==> config.mk <==
export PLATFORM = sky130hd
export DESIGN_NAME = mole_game_ctrl
export DESIGN_NICKNAME = d
export VERILOG_FILES = /design/src/rtl/mole_pkg.sv /design/src/rtl/mole_game_ctrl_btn_cond.sv /design/src/rtl/mole_game_ctrl.sv
export SDC_FILE = /design/constraint.sdc
export NUM_CORES = 1
export LEC_CHECK = 0
export CAP_MARGIN = 10
export CORE_UTILIZATION = 53
export DETAILED_ROUTE_END_ITERATION = 8
export PLACE_DENSITY = 0.75
export SLEW_MARGIN = 20
export SYNTH_ARGS = -nofsm -noshare
export SYNTH_HDL_FRONTEND = slang
export SYNTH_SLANG_ARGS = --single-unit
==> constraint.sdc <==
create_clock -name CLK -period 3.4 [get_ports CLK]
set_input_delay 0.68 -clock CLK [delete_from_list [all_inputs] [get_ports CLK]]
set_output_delay 0.68 -clock CLK [all_outputs]
set_load 0.05 [all_outputs]
==> src/rtl/mole_pkg.sv <==
// mole_pkg: shared FSM state codes, LFSR constants and small helpers for mole_game_ctrl.
// Rev 1.0
`default_nettype none

package mole_pkg;

  localparam logic [2:0] ST_IDLE   = 3'd0;
  localparam logic [2:0] ST_ARM    = 3'd1;
  localparam logic [2:0] ST_ACTIVE = 3'd2;
  localparam logic [2:0] ST_SHOW   = 3'd3;
  localparam logic [2:0] ST_OVER   = 3'd4;

  localparam logic [15:0] C_LFSR_TAPS    = 16'hB400;
  localparam logic [15:0] C_DEFAULT_SEED = 16'hACE1;

  // Right-shifting Galois form of x^16+x^14+x^13+x^11+1
  function automatic logic [15:0] lfsr_next(input logic [15:0] v);
    return {1'b0, v[15:1]} ^ (v[0] ? C_LFSR_TAPS : 16'h0000);
  endfunction

  function automatic logic [7:0] sat_inc(input logic [7:0] v);
    return (v == 8'hFF) ? v : v + 8'd1;
  endfunction

endpackage

`default_nettype wire

==> src/rtl/mole_game_ctrl_btn_cond.sv <==
// btn_cond: 2-flop synchronizer, optional tick-based debounce (MOLE_DEBOUNCE_EN), rising-edge press pulses.
// Rev 1.0
`default_nettype none

module btn_cond #(
  parameter int DEBOUNCE_MS = 10
) (
  input  logic       CLK,
  input  logic       RST,
  input  logic       tick,
  input  logic [7:0] btn,
  output logic [7:0] press
);

  logic [7:0] r_s1;
  logic [7:0] r_s2;
  logic [7:0] r_lvl_d;
  logic [7:0] w_lvl;

  always_ff @(posedge CLK) begin
    if (RST) begin
      r_s1    <= '0;
      r_s2    <= '0;
      r_lvl_d <= '0;
    end else begin
      r_s1    <= btn;
      r_s2    <= r_s1;
      r_lvl_d <= w_lvl;
    end
  end

`ifdef MOLE_DEBOUNCE_EN
  localparam int CW = (DEBOUNCE_MS > 1) ? $clog2(DEBOUNCE_MS) : 1;

  generate
    for (genvar i = 0; i < 8; i++) begin : g_db
      logic          r_db;
      logic [CW-1:0] r_cnt;

      // Count ticks while the synchronized level disagrees; any agreement restarts the count
      always_ff @(posedge CLK) begin
        if (RST) begin
          r_db  <= 1'b0;
          r_cnt <= '0;
        end else if (r_s2[i] == r_db) begin
          r_cnt <= '0;
        end else if (tick) begin
          if (r_cnt == CW'(DEBOUNCE_MS - 1)) begin
            r_db  <= r_s2[i];
            r_cnt <= '0;
          end else begin
            r_cnt <= r_cnt + 1'b1;
          end
        end
      end

      assign w_lvl[i] = r_db;
    end
  endgenerate
`else
  logic w_unused_cfg;
  assign w_unused_cfg = tick ^ DEBOUNCE_MS[0];
  assign w_lvl        = r_s2;
`endif

  assign press = w_lvl & ~r_lvl_d;

endmodule

`default_nettype wire

==> src/rtl/mole_game_ctrl.sv <==
// mole_game_ctrl: whack-a-mole round FSM, LFSR target pick, ms prescaler and score/miss/round counters.
// Optional button debounce under MOLE_DEBOUNCE_EN. Rev 1.0
`default_nettype none

module mole_game_ctrl
  import mole_pkg::*;
#(
  parameter int          TICK_CYCLES = 100000,
  parameter int          ROUND_MS    = 1000,
  parameter int          SHOW_MS     = 250,
  parameter int          GAME_ROUNDS = 30,
  parameter int          DEBOUNCE_MS = 10,
  parameter logic [15:0] LFSR_SEED   = C_DEFAULT_SEED
) (
  input  logic       CLK,
  input  logic       RST,
  input  logic       start,
  input  logic [7:0] btn,
  output logic [7:0] random_num,
  output logic [7:0] hit,
  output logic [7:0] score,
  output logic [7:0] misses,
  output logic [7:0] round,
  output logic       game_over
);

  localparam int PW     = (TICK_CYCLES > 1) ? $clog2(TICK_CYCLES) : 1;
  localparam int MS_MAX = (ROUND_MS > SHOW_MS) ? ROUND_MS : SHOW_MS;
  localparam int MW     = $clog2(MS_MAX + 1);

  logic [2:0]    r_state;
  logic [15:0]   r_lfsr;
  logic [2:0]    r_prev;
  logic [2:0]    r_idx;
  logic [PW-1:0] r_pre;
  logic [MW-1:0] r_ms;
  logic          r_start_d;
  logic [7:0]    r_random;
  logic [7:0]    r_hit;
  logic [7:0]    r_score;
  logic [7:0]    r_misses;
  logic [7:0]    r_round;
  logic          r_over;

  logic       w_tick;
  logic [7:0] w_press;
  logic [2:0] w_raw;
  logic [2:0] w_pick;
  logic [7:0] w_target;
  logic       w_wrong;

  assign w_tick   = (r_pre == PW'(TICK_CYCLES - 1));
  assign w_raw    = r_lfsr[2:0];
  assign w_pick   = (w_raw == r_prev) ? w_raw + 3'd1 : w_raw;
  assign w_target = 8'd1 << r_idx;
  assign w_wrong  = |(w_press & ~w_target);

  btn_cond #(
    .DEBOUNCE_MS (DEBOUNCE_MS)
  ) u_btn_cond (
    .CLK   (CLK),
    .RST   (RST),
    .tick  (w_tick),
    .btn   (btn),
    .press (w_press)
  );

  always_ff @(posedge CLK) begin
    if (RST) begin
      r_state   <= ST_IDLE;
      r_lfsr    <= LFSR_SEED;
      r_prev    <= '0;
      r_idx     <= '0;
      r_pre     <= '0;
      r_ms      <= '0;
      r_start_d <= 1'b0;
      r_random  <= '0;
      r_hit     <= '0;
      r_score   <= '0;
      r_misses  <= '0;
      r_round   <= '0;
      r_over    <= 1'b0;
    end else begin
      r_lfsr    <= lfsr_next(r_lfsr);
      r_start_d <= start;
      r_pre     <= w_tick ? '0 : r_pre + 1'b1;

      case (r_state)
        ST_IDLE: begin
          if (start) begin
            r_score  <= '0;
            r_misses <= '0;
            r_round  <= '0;
            r_state  <= ST_ARM;
          end
        end

        ST_ARM: begin
          r_idx    <= w_pick;
          r_prev   <= w_pick;
          r_random <= 8'd1 << w_pick;
          r_hit    <= '0;
          r_pre    <= '0;
          r_ms     <= '0;
          r_state  <= ST_ACTIVE;
        end

        // A correct press outranks both a simultaneous wrong press and timer expiry
        ST_ACTIVE: begin
          if (w_press[r_idx]) begin
            r_score  <= sat_inc(r_score);
            r_hit    <= w_target;
            r_random <= '0;
            r_pre    <= '0;
            r_ms     <= '0;
            r_state  <= ST_SHOW;
          end else if (w_tick && (r_ms == MW'(ROUND_MS - 1))) begin
            r_misses <= sat_inc(r_misses);
            r_hit    <= '0;
            r_random <= '0;
            r_pre    <= '0;
            r_ms     <= '0;
            r_state  <= ST_SHOW;
          end else begin
            if (w_wrong) r_misses <= sat_inc(r_misses);
            if (w_tick)  r_ms     <= r_ms + 1'b1;
          end
        end

        ST_SHOW: begin
          if (w_tick && (r_ms == MW'(SHOW_MS - 1))) begin
            r_round <= sat_inc(r_round);
            if (r_round + 8'd1 == 8'(GAME_ROUNDS)) begin
              r_over   <= 1'b1;
              r_hit    <= 8'hFF;
              r_random <= '0;
              r_state  <= ST_OVER;
            end else begin
              r_hit   <= '0;
              r_state <= ST_ARM;
            end
          end else if (w_tick) begin
            r_ms <= r_ms + 1'b1;
          end
        end

        ST_OVER: begin
          if (start && !r_start_d) begin
            r_score  <= '0;
            r_misses <= '0;
            r_round  <= '0;
            r_over   <= 1'b0;
            r_hit    <= '0;
            r_state  <= ST_ARM;
          end
        end

        default: r_state <= ST_IDLE;
      endcase
    end
  end

  assign random_num = r_random;
  assign hit        = r_hit;
  assign score      = r_score;
  assign misses     = r_misses;
  assign round      = r_round;
  assign game_over  = r_over;

endmodule

`default_nettype wire
### Word-level counts from Yosys, hierarchy flattened

Index checks and enable logic that the tools add are counted.
Widths: inputs -> output; s select.

* add/sub/neg operators: 6
* $lt $le $gt $ge: 1
* equal/unequal tests: 23
* shift operators: 2
* multiplexer cells: 46
* bitwise operators: 5
* reduce and logical (&&, ||, !) cells: 19

Operators by type and width (number)
* $mux 8: 17
* $pmux 8 s3: 4
* $mux 17: 3
* $mux 10: 4
* $pmux 17 s2: 1
* $pmux 8 s4: 1
* $pmux 10 s3: 1
* $add 8x1->8 const B: 3
* $eq 8x8->1 const B: 3
* $mux 3: 7
* $ne 2x2->1 const B: 9
* $add 17x1->17 const B: 1
* $eq 17x17->1 const B: 1
* $and 8x8->8: 2
* $mux 16: 1
* $not 8->8: 2
* $reduce_and 4->1: 4
* $shl 1x3->8 const A: 2
* $xor 15x16->16: 1
* $pmux 3 s5: 1
* $reduce_and 5->1: 3
* $add 10x1->10 const B: 1
* $eq 10x10->1 const B: 1
* $eq 10x8->1 const B: 1
* other kinds (19): 28

* bits in registers: 115
* input port bits: 11
* output and inout port bits: 41

### Logic depth before layout (Yosys ltp)

Gate-level depths: netlist (run 1).

* depth after elaboration: 8
* gate-level depth with buffers: 10
* depth with buffers taken out: 8

### By module

A second synthesis (run 1) with hierarchy kept.

* cell total of the unflattened synthesis: 609
* area, all modules: 5395.2 um2

By module, submodules not included
* mole_game_ctrl: instances 1, cells an instance 551, area each 4652.0 um2, seq. area each 1821.7 um2
* btn_cond: instances 1, cells an instance 58, area each 743.2 um2, seq. area each 480.5 um2

### Worst setup path before layout (run 1)

Ideal clock, no wire load.

* path kind: flip-flop to flip-flop
* from: register r_round[0], in the netlist round[0]
* to: register r_random[0], in the netlist random_num[0]
* library setup time: 72 ps
* arrival time: 2418 ps
* slack: 910 ps
* stages on the path, launching flop included: 8
* clock period less this slack: 2490 ps
* cells stage by stage: dfxtp_1 ha_1 nand3_1 o21ai_0 nand4_1 o31a_1 o32ai_4 mux2i_1

* cells in the longest elaborated chain, start to end: 4

RTL lines
* start: declaration: line mole_game_ctrl.sv:42 `logic [7:0] r_round;`
* start signal: assignment: line mole_game_ctrl.sv:132 `r_round <= sat_inc(r_round);`
* $add 8x1->8: line mole_game_ctrl.sv:133 `if (r_round + 8'd1 == 8'(GAME_ROUNDS)) begin`
* $eq 8x5->1: line mole_game_ctrl.sv:133
* $ne 2x2->1 (no line)
* $reduce_and 4->1 (no line)
* end signal: assignment: line mole_game_ctrl.sv:101 `r_random <= 8'd1 << w_pick;`
* end: declaration: line mole_game_ctrl.sv:38 `logic [7:0] r_random;`

No other way between the ends.
A chain may end at the register's enable or synchronous reset.

### Worst setup path in the final report (run 1)

* from: register r_idx[1]
* to: register r_ms[9]

* cells in the longest elaborated chain, start to end: 4

RTL lines
* start: declaration: line mole_game_ctrl.sv:34 `logic [2:0] r_idx;`
* start signal: assignment: line mole_game_ctrl.sv:99 `r_idx <= w_pick;`
* $bmux 1 s3: line mole_game_ctrl.sv:110 `if (w_press[r_idx]) begin`
* $mux 1 (implied by the code): line mole_game_ctrl.sv:110
* $mux 10: line mole_game_ctrl.sv:110
* $pmux 10 s3: line mole_game_ctrl.sv:88 `case (r_state)`
* end signal: assignment: line mole_game_ctrl.sv:126 `if (w_tick) r_ms <= r_ms + 1'b1;`
* end signal: assignment: line mole_game_ctrl.sv:143 `r_ms <= r_ms + 1'b1;`
* end: declaration: line mole_game_ctrl.sv:36 `logic [MW-1:0] r_ms;`

No other way between the ends. The select of a mux whose other input is x is not followed.

==> results of run 1 <==
## area by class of cell
class | count | area share
clock inverters | 14 | 0.0273
inverters | 11 | 0.00629
flip-flops and latches | 115 | 0.351
multi-input cells | 462 | 0.444
clock buffers | 18 | 0.0652
well taps | 133 | 0.0254
repair buffers | 55 | 0.0816
## registers in the layout, summed over array words and instances (netlist names)
register            flops
r_idx                   3
r_pre                  17
r_ms                   10
score                   8
r_state                 3
r_lfsr                 16
game_over               1
round                   8
r_start_d               1
u_btn_cond.r_lvl_d      8
u_btn_cond.r_s1         8
random_num              8
hit                     8
misses                  8
u_btn_cond.r_s2         8
## through the flow
| step | util | hold WS, ns |
|---|---|---|
| after global routing | 0.668 | 0.430 |
| after CTS | 0.668 | 0.415 |
| after floorplan | - | 0.389 |
| after global placement | 0.607 | 0.393 |
| after detailed placement | 0.607 | 0.398 |
| final | 0.668 | 0.411 |
## cell usage after synthesis (all sizes together) (13+ instances only)
cell type,instances,area (um2)
nor2b,44,278
nand4,16,113
o21ai,40,200
nand2,52,195
nor2,61,229
nand3,25,140
buf,18,96.4
clkbuf,13,51.3
dfxtp,115,2300
xnor2,15,131
mux2i,14,140
a21oi,38,194
## worst reg2reg max path: stages (launching register included)
cell and delay [ns]:
dfxtp_1 0.63, nand2_1 0.22, o221a_1 0.34, a22o_1 0.38, o31ai_2 0.73, nor4b_1 0.32, a211o_1 0.14
## where the power goes
group	internal (mW)	leakage, nW	total [mW]	switching (mW)
Combinational	0.199	1.07	0.558	0.360
Sequential	1.40	0.937	1.45	0.0514
Clock	1.14	0.288	1.77	0.631
## layout by cell type, fill, tap and decap left out, types with 9 or more instances in the layout
cell             instances
nand2b_1                10
mux2i_1                 14
inv_1                   11
clkbuf_16               16
xnor2_1                 15
nor3_1                  11
nand2_1                 52
nor2b_1                 43
a21oi_1                 37
and3_1                  11
nor2_1                  61
o21ai_0                 33
nand4_1                 14
clkdlybuf4s50_1         50
nand3_1                 22
or3_1                    9
dfxtp_1                115
## metal layers
layer / up-vias / global-route usage / wire [um]
met5: - / 0 / 0
met4: 0 / 0.121 / 246
met3: 23 / 0.0719 / 463
li1: 2298 / - / -
met2: 117 / 0.399 / 5720
met1: 2175 / 0.268 / 5030
## cell families (layout without fill, tap and decap cells)
kind of cell | after synthesis | after routing | share of synthesized area
AND/OR/NAND/NOR | 288 | 288 | 0.298
AO/OA/AOI/OAI | 129 | 129 | 0.158
flip-flops | 115 | 115 | 0.426
buffers and inverters | 42 | 98 | 0.0350
XOR/XNOR | 22 | 22 | 0.0357
multiplexers | 15 | 15 | 0.0280
adder cells (fa/ha/maj) | 8 | 8 | 0.0185
## path summary, 6_finish.rpt
check | from | to | slack [ns] | cells after the start
setup / recovery | r_idx[1] | r_ms[9] | 0.59 | 6
hold / removal | r_lfsr[12] | r_lfsr[11] | 0.41 | 1
setup reg to reg | r_idx[1] | r_ms[9] | 0.59 | 6
hold reg to reg | r_lfsr[12] | r_lfsr[11] | 0.41 | 1
==> out/qor.yml, run 1 <==
post_cts_buffers: 0
clkTransAtPathRegs_ns: 0.06
cts_root_buf: "clkbuf_8"
path_class: "reg -> reg"
status: "complete, no violations"
yosys_warnings: 0
crit_chain: "nand2_1 -> o221a_1 -> a22o_1 -> o31ai_2 -> nor4b_1 -> a211o_1"
clockBufferDepth: 2
antenna_found_initial: 0
slowest_delay_ns: 0.73
dp.cells: 776
placedInstanceArea_um2: 5960
hpwlAfterDp_um: 7960
finalWirelength_um: 11500
syn-num-nets: 638
drc: 0
syn_area_um2: 5400
critPathArrivalTime_ns: 3.27
final_area_um2: 6560
nNetsFinal: 681
grtUsageTotal: 0.236
setup_viol: 0
ys_seq_area_frac: 0.426
drt_iter0_drc: 306
final_hold_viol_count: 0
fmax_ghz: 0.356
viasPerCell: 5.71
setup_ws_ns: 0.589
hold_path.class: "reg -> reg"
finalSetupTns_ns: 0
worst-path-buf-inv: 0
synthDistinctLibCells: 67
numCtsBuffers: 17
slowest_stage: "o31ai_2"
post_cts_resize_count: 0
gp_congestion: 0.854
clock-sinks: 115
grt_max_degree: 47
ant_nets: 0
io_buffers: 51
design.core.area_um2: 9820
p_total_mw: 3.78
multi_input_area_um2: 2910
syn_to_final_growth_pct: 21.5
die_h_um: 103
grt_pass1_wl_um: 19500
seq_area_um2: 2300
row_count: 36
synth_seq_cells: 115
fin_cells: 808
crit_fanout: 16
crit_family: "compound AO/OA/AOI/OAI gates"
synthArstFlopShare: 0
rsz0062_at_grt: "no"
gr-total-overflow: 0
cap_violations: 0
dr.pass1.iters: 4
period_share: 0.827
slew_viol_final: 0
syn_inst: 619
worstMarginPinSlew_ns: 0.795
finalCriticalPeriod_ns: 2.81
cts_hold_buffers: 0
dp_slack_ns: 0.602
slew_headroom: 0.467
die_w_um: 103
start_util: 0.550
cts_tree: "done"
synth.avg_cell_area_um2: 8.73
start_kind: "register"
antenna_cells: 0
first_global_vias: 4334
synth_edf_count: 0
p_leak_nw: 2.30
cts_htree_levels: 4
n_fill_cell: 836
powerDensity_nw_per_um2: 576
via_count: 4613
wl_per_cell_um: 14.2
cp-end-kind: "register"
fin_skew_ns: 0.00989
required_ns: 3.85
clk_latency_ns: 0.51
die_area_um2: 10600
num_io_pins: 52
vdd_drop_max_mv: 0.437
synthFlopType: "dfxtp_1"
layout-drive-gt1-share: 0.0933
No activity file was read; power rests on OpenSTA's default activity.
==> run 2, diff against run 1 <==
Clock period 3.4 ns to 2.8 ns, I/O delays scaled along.
==> out/qor.yml, run 2 (same netlist as run 1, synthesis figures left out) <==
largest_reg_flops: 17  # unchanged
hold_path.class: "reg -> reg"
row_count: 36  # unchanged
antenna_cells: 0  # unchanged
seq_area_um2: 2300  # unchanged
die_h_um: 103  # unchanged
finalCriticalPeriod_ns: 2.63  # -0.180 ns
numCtsBuffers: 17  # unchanged
cts_root_buf: "clkbuf_8"
syn_to_final_growth_pct: 22.3
crit_fanout: 16  # unchanged
top_regs: "r_pre (17), r_lfsr (16), r_ms (10)"
num_io_pins: 52  # unchanged
seqPwrFrac: 0.383  # about the same
clkTransAtPathRegs_ns: 0.06  # about the same
grtUsageTotal: 0.231  # -0.00502
vdd_drop_max_mv: 0.567  # +30%
first_global_vias: 4166  # -3.9%
slew_headroom: 0.440  # -0.0270
clockBufferDepth: 2  # unchanged
multi_input_area_um2: 2910  # unchanged
finalSetupTns_ns: 0  # unchanged
setup_viol: 0  # unchanged
critPathArrivalTime_ns: 3.08  # -0.19 ns
ant_nets: 0  # unchanged
drc: 0  # unchanged
antenna_found_initial: 0  # unchanged
gr-total-overflow: 0  # unchanged
p_total_mw: 4.59  # +21%
viasPerCell: 5.68  # -0.54%
final_core_util: 0.673  # +0.00471
gp_congestion: 0.915  # +7.1%
path_class: "reg -> reg"
powerDensity_nw_per_um2: 694  # +20%
p_sw_frac: 0.289  # +0.0137
start_util: 0.550  # unchanged
pwr-share-comb: 0.158  # +0.010
n_fill_cell: 845  # +1.1%
slew_viol_final: 0  # unchanged
p_leak_nw: 2.34  # +1.9%
layout-drive-gt1-share: 0.105  # +0.0119
start_kind: "register"
nNetsFinal: 690  # +1.3%
required_ns: 3.25  # -0.60 ns
p_switching_mw: 1.33  # +27%
die_w_um: 103  # unchanged
rsz0062_at_grt: "yes"
final_cell_mix: "115 x dfxtp_1, 61 x nor2_1, 52 x nand2_1"
whs_ns: 0.412  # +0.000723 ns
hpwlAfterDp_um: 8110  # +1.8%
layout_commonest_cell: "dfxtp_1"
min_from: "r_lfsr[12]"
fin_skew_ns: 0.00654  # -0.00335 ns
r2r-start: "r_idx[1]"
cap_violations: 0  # unchanged
cts_tree: "done"
post_cts_resize_count: 0  # unchanged
via_count: 4639  # +0.56%
grt_max_degree: 49  # +4.3%
finalWirelength_um: 11700  # +1.7%
fmax_ghz: 0.380  # +6.9%
period_share: 0.939  # +0.113
grt_pass1_wl_um: 18900  # -3.2%
wl_per_cell_um: 14.3  # +0.56%
p_int_mw: 3.26  # +19%
cp-end-kind: "register"
clk_latency_ns: 0.52  # about the same
fin_cells: 817  # +1.1%
dr.pass1.iters: 5  # +1
final_hold_viol_count: 0  # unchanged
status: "complete, no violations"
io_buffers: 51  # unchanged
cts_htree_levels: 4  # unchanged
largest-register: "r_pre"
dp.cells: 785  # +1.2%
drt_iter0_drc: 291  # -4.9%
design.core.area_um2: 9820  # unchanged
die_area_um2: 10600  # unchanged
crit_path_start: "r_idx[1]"
clock-sinks: 115  # unchanged
p_clk_frac: 0.459  # -0.010
worstMarginPinSlew_ns: 0.837  # +0.0421 ns
==> run 2: changes by cell type in the layout (fill, tap and decap cells not counted) <==
| cell | previous run | this run |
|---|---|---|
| clkbuf_8 | 2 | 1 |
| bufinv_16 | 3 | 2 |
| inv_8 | 0 | 1 |
| buf_4 | 4 | 13 |
| clkinvlp_4 | 3 | 1 |
| clkinv_4 | 5 | 4 |
| inv_6 | 2 | 6 |
==> run 2: path summary, 6_finish.rpt <==
| path | endpoint | slack, ns | cells after the start |
|---|---|---|---|
| setup / recovery | r_ms[6] | 0.17 | 7 |
| hold / removal | r_lfsr[11] | 0.41 | 1 |
| setup reg to reg | r_ms[6] | 0.17 | 7 |
| hold reg to reg | r_lfsr[11] | 0.41 | 1 |
==> run 2: worst max-delay path, cell delays in order (launching register included) <==
cell and delay, ns:
dfxtp_1 0.62, nand2_1 0.22, o221a_1 0.34, a22o_1 0.39, o31ai_2 0.50, buf_4 0.24, nand3_1 0.11, mux2i_1 0.14
==> run 2: metal layers <==
metal,GRT usage,up-vias,wire (um)
met5,0,-,0
met4,0.0964,0,184
met3,0.0692,18,487
met2,0.393,103,5810
met1,0.270,2197,5170
li1,-,2321,-
==> run 2: power groups by stage <==
stage / sequential (mW) / clock (mW) / combinational, mW
after global routing: 1.77 / 2.23 / 0.789
after detailed placement: 1.79 / 0 / 0.711
after global placement: 1.79 / 0 / 0.690
after floorplan: 1.80 / 0 / 0.521
final: 1.76 / 2.10 / 0.724
after CTS: 1.76 / 2.14 / 0.719
==> run 2: area by class of cell <==
cell class                 count  share of cell area
multi-input combinational    462               0.440
clock inverter                15              0.0259
sequential                   115               0.348
tap                          133              0.0252
inverter                      11             0.00625
clock buffer                  17              0.0627
timing repair buffer          64              0.0912
==> run 2: timing repair <==
item                                    CTS  global route
buffers inserted                          0             0
endpoints found under the setup margin    0             3
hold buffers                              0             0
endpoints found under the hold margin     0             0
==> run 2: through the flow <==
stage | setup WS (ns) | cell area [um2]
final | 0.170 | 6610
after global routing | -0.0244 | 6610
after CTS | 0.217 | 6610
after detailed placement | 0.248 | 6020
after global placement | 0.382 | 6020
after floorplan | 0.310 | 5400
==> run 3, diff against run 2 <==
Settings changed: SETUP_SLACK_MARGIN from default to 0.15.
==> out/qor.yml, run 3 (same netlist as run 1, synthesis figures left out) <==
status: "complete, no violations"
post_cts_resize_count: 0  # unchanged
wl_per_cell_um: 14.3  # unchanged
numCtsBuffers: 17  # unchanged
crit_path_start: "r_pre[0]"
hold_path.class: "reg -> reg"
hpwlAfterDp_um: 8110  # unchanged
dp_slack_ns: 0.248  # unchanged
nNetsFinal: 690  # unchanged
via_count: 4647  # +0.17%
rsz0062_at_grt: "yes"
clkTransAtPathRegs_ns: 0.06  # about the same
cap_violations: 0  # unchanged
p_switching_mw: 1.33  # about the same
cts_root_buf: "clkbuf_8"
finalSetupTns_ns: 0  # unchanged
grtUsageTotal: 0.231  # unchanged
top_usage_layer: "met2"
path_class: "reg -> reg"
pwr-share-comb: 0.159  # about the same
p_clk_frac: 0.458  # about the same
critPathArrivalTime_ns: 2.94  # -0.14 ns
grt_max_degree: 49  # unchanged
whs_ns: 0.412  # +0.000253 ns
grt_use_met1: 0.270  # unchanged
io_buffers: 51  # unchanged
p_leak_nw: 2.34  # about the same
r2r-start: "r_pre[0]"
post_cts_buffers: 0  # unchanged
clock-sinks: 115  # unchanged
cts_hold_buffers: 0  # unchanged
final_cell_mix: "114 x dfxtp_1, 60 x nor2_1, 52 x nand2_1"
largest-register: "r_pre"
drc: 0  # unchanged
antenna_found_initial: 0  # unchanged
seqPwrFrac: 0.383  # about the same
syn_to_final_growth_pct: 22.6
die_w_um: 103  # unchanged
drt_iter0_drc: 299  # +2.7%
antenna_cells: 0  # unchanged
period_share: 0.890  # -0.0493
fmax_ghz: 0.401  # +5.5%
setup_ws_ns: 0.308  # +0.138 ns
largest_reg_flops: 17  # unchanged
final_hold_viol_count: 0  # unchanged
clockBufferDepth: 2  # unchanged
reg2reg_slack_ns: 0.31  # +0.14 ns
start_kind: "register"
p_int_mw: 3.26  # about the same
viasPerCell: 5.69  # +0.17%
worstMarginPinSlew_ns: 0.614  # -0.223 ns
gp_congestion: 0.915  # unchanged
finalCriticalPeriod_ns: 2.49  # -0.138 ns
hold_depth: 1  # unchanged
min_from: "r_lfsr[12]"
setup_viol: 0  # unchanged
grt_pass1_wl_um: 18900  # unchanged
p_sw_frac: 0.289  # about the same
slew_viol_final: 0  # unchanged
die_area_um2: 10600  # unchanged
design.core.area_um2: 9820  # unchanged
finalWirelength_um: 11700  # unchanged
cts_tree: "done"
use_met2: 0.393  # unchanged
row_count: 36  # unchanged
gr-total-overflow: 0  # unchanged
num_io_pins: 52  # unchanged
required_ns: 3.25  # about the same
layout-drive-gt1-share: 0.110  # +0.00439
start_util: 0.550  # unchanged
first_global_vias: 4166  # unchanged
slew_headroom: 0.590  # +0.151
die_h_um: 103  # unchanged
vdd_drop_max_mv: 0.567  # about the same
clk_latency_ns: 0.52  # about the same
rr_worst_depth: 7  # unchanged
fin_skew_ns: 0.00685  # +0.000315 ns
cp-end-kind: "register"
dr.pass1.iters: 5  # unchanged
ant_nets: 0  # unchanged
powerDensity_nw_per_um2: 693  # -0.18%
layout_commonest_cell: "dfxtp_1"
crit_fanout: 13  # -3
cts_htree_levels: 4  # unchanged
grt_util_met3: 0.0692  # unchanged
top_regs: "r_pre (17), r_lfsr (16), r_ms (10)"
==> run 3: changes by cell type in the layout (fill, tap and decap cells not counted) <==
cell,previous run,this run
nor2_1,61,60
o31ai_4,0,1
dfxtp_2,0,1
nor2_2,0,1
a21oi_1,37,36
o31ai_2,2,1
dfxtp_1,115,114
a21oi_2,1,2
==> run 3: final timing paths <==
check                to
min reg2reg  r_lfsr[11]
max reg2reg     r_ms[8]
max             r_ms[8]
min          r_lfsr[11]
==> run 3: worst max-delay path, cell delays in order (launching register included) <==
cell and delay [ns]:
dfxtp_1 0.37, ha_1 0.21, and4_1 0.33, nand4_2 0.36, o31ai_2 0.57, and2_1 0.33
a21oi_1 0.08, mux2i_1 0.16
==> run 3: area by class of cell <==
class                           count  area [um2]
Clock inverter                     15         171
Fill cell                         842        3190
Inverter                           11        41.3
Tap cell                          133         166
Clock buffer                       17         414
Timing Repair Buffer               64         603
Multi-Input combinational cell    462        2930
Sequential cell                   115        2300
==> run 3: power by group through the flow <==
stage | Sequential, mW | Combinational [mW] | Clock (mW)
2_1_floorplan | 1.80 | 0.521 | 0
3_3_place_gp | 1.79 | 0.690 | 0
3_5_place_dp | 1.79 | 0.711 | 0
4_1_cts | 1.76 | 0.719 | 2.14
5_1_grt | 1.77 | 0.796 | 2.23
6_report | 1.76 | 0.728 | 2.10
==> run 3: layer usage <==
| metal | wire [um] | part of all wire | vias to the layer above |
|---|---|---|---|
| li1 | - | - | 2319 |
| met5 | 0 | 0 | - |
| met3 | 515 | 0.044 | 19 |
| met4 | 189 | 0.016 | 0 |
| met1 | 5160 | 0.44 | 2182 |
| met2 | 5790 | 0.50 | 127 |
==> run 3: metrics by stage <==
step / instances / cell area [um2] / util / total power, mW
after floorplan: 619 / 5400 / - / 2.32
after global placement: 785 / 6020 / 0.614 / 2.48
after detailed placement: 785 / 6020 / 0.614 / 2.50
after CTS: 817 / 6610 / 0.673 / 4.62
after global routing: 817 / 6630 / 0.675 / 4.79
final: 817 / 6630 / 0.675 / 4.59
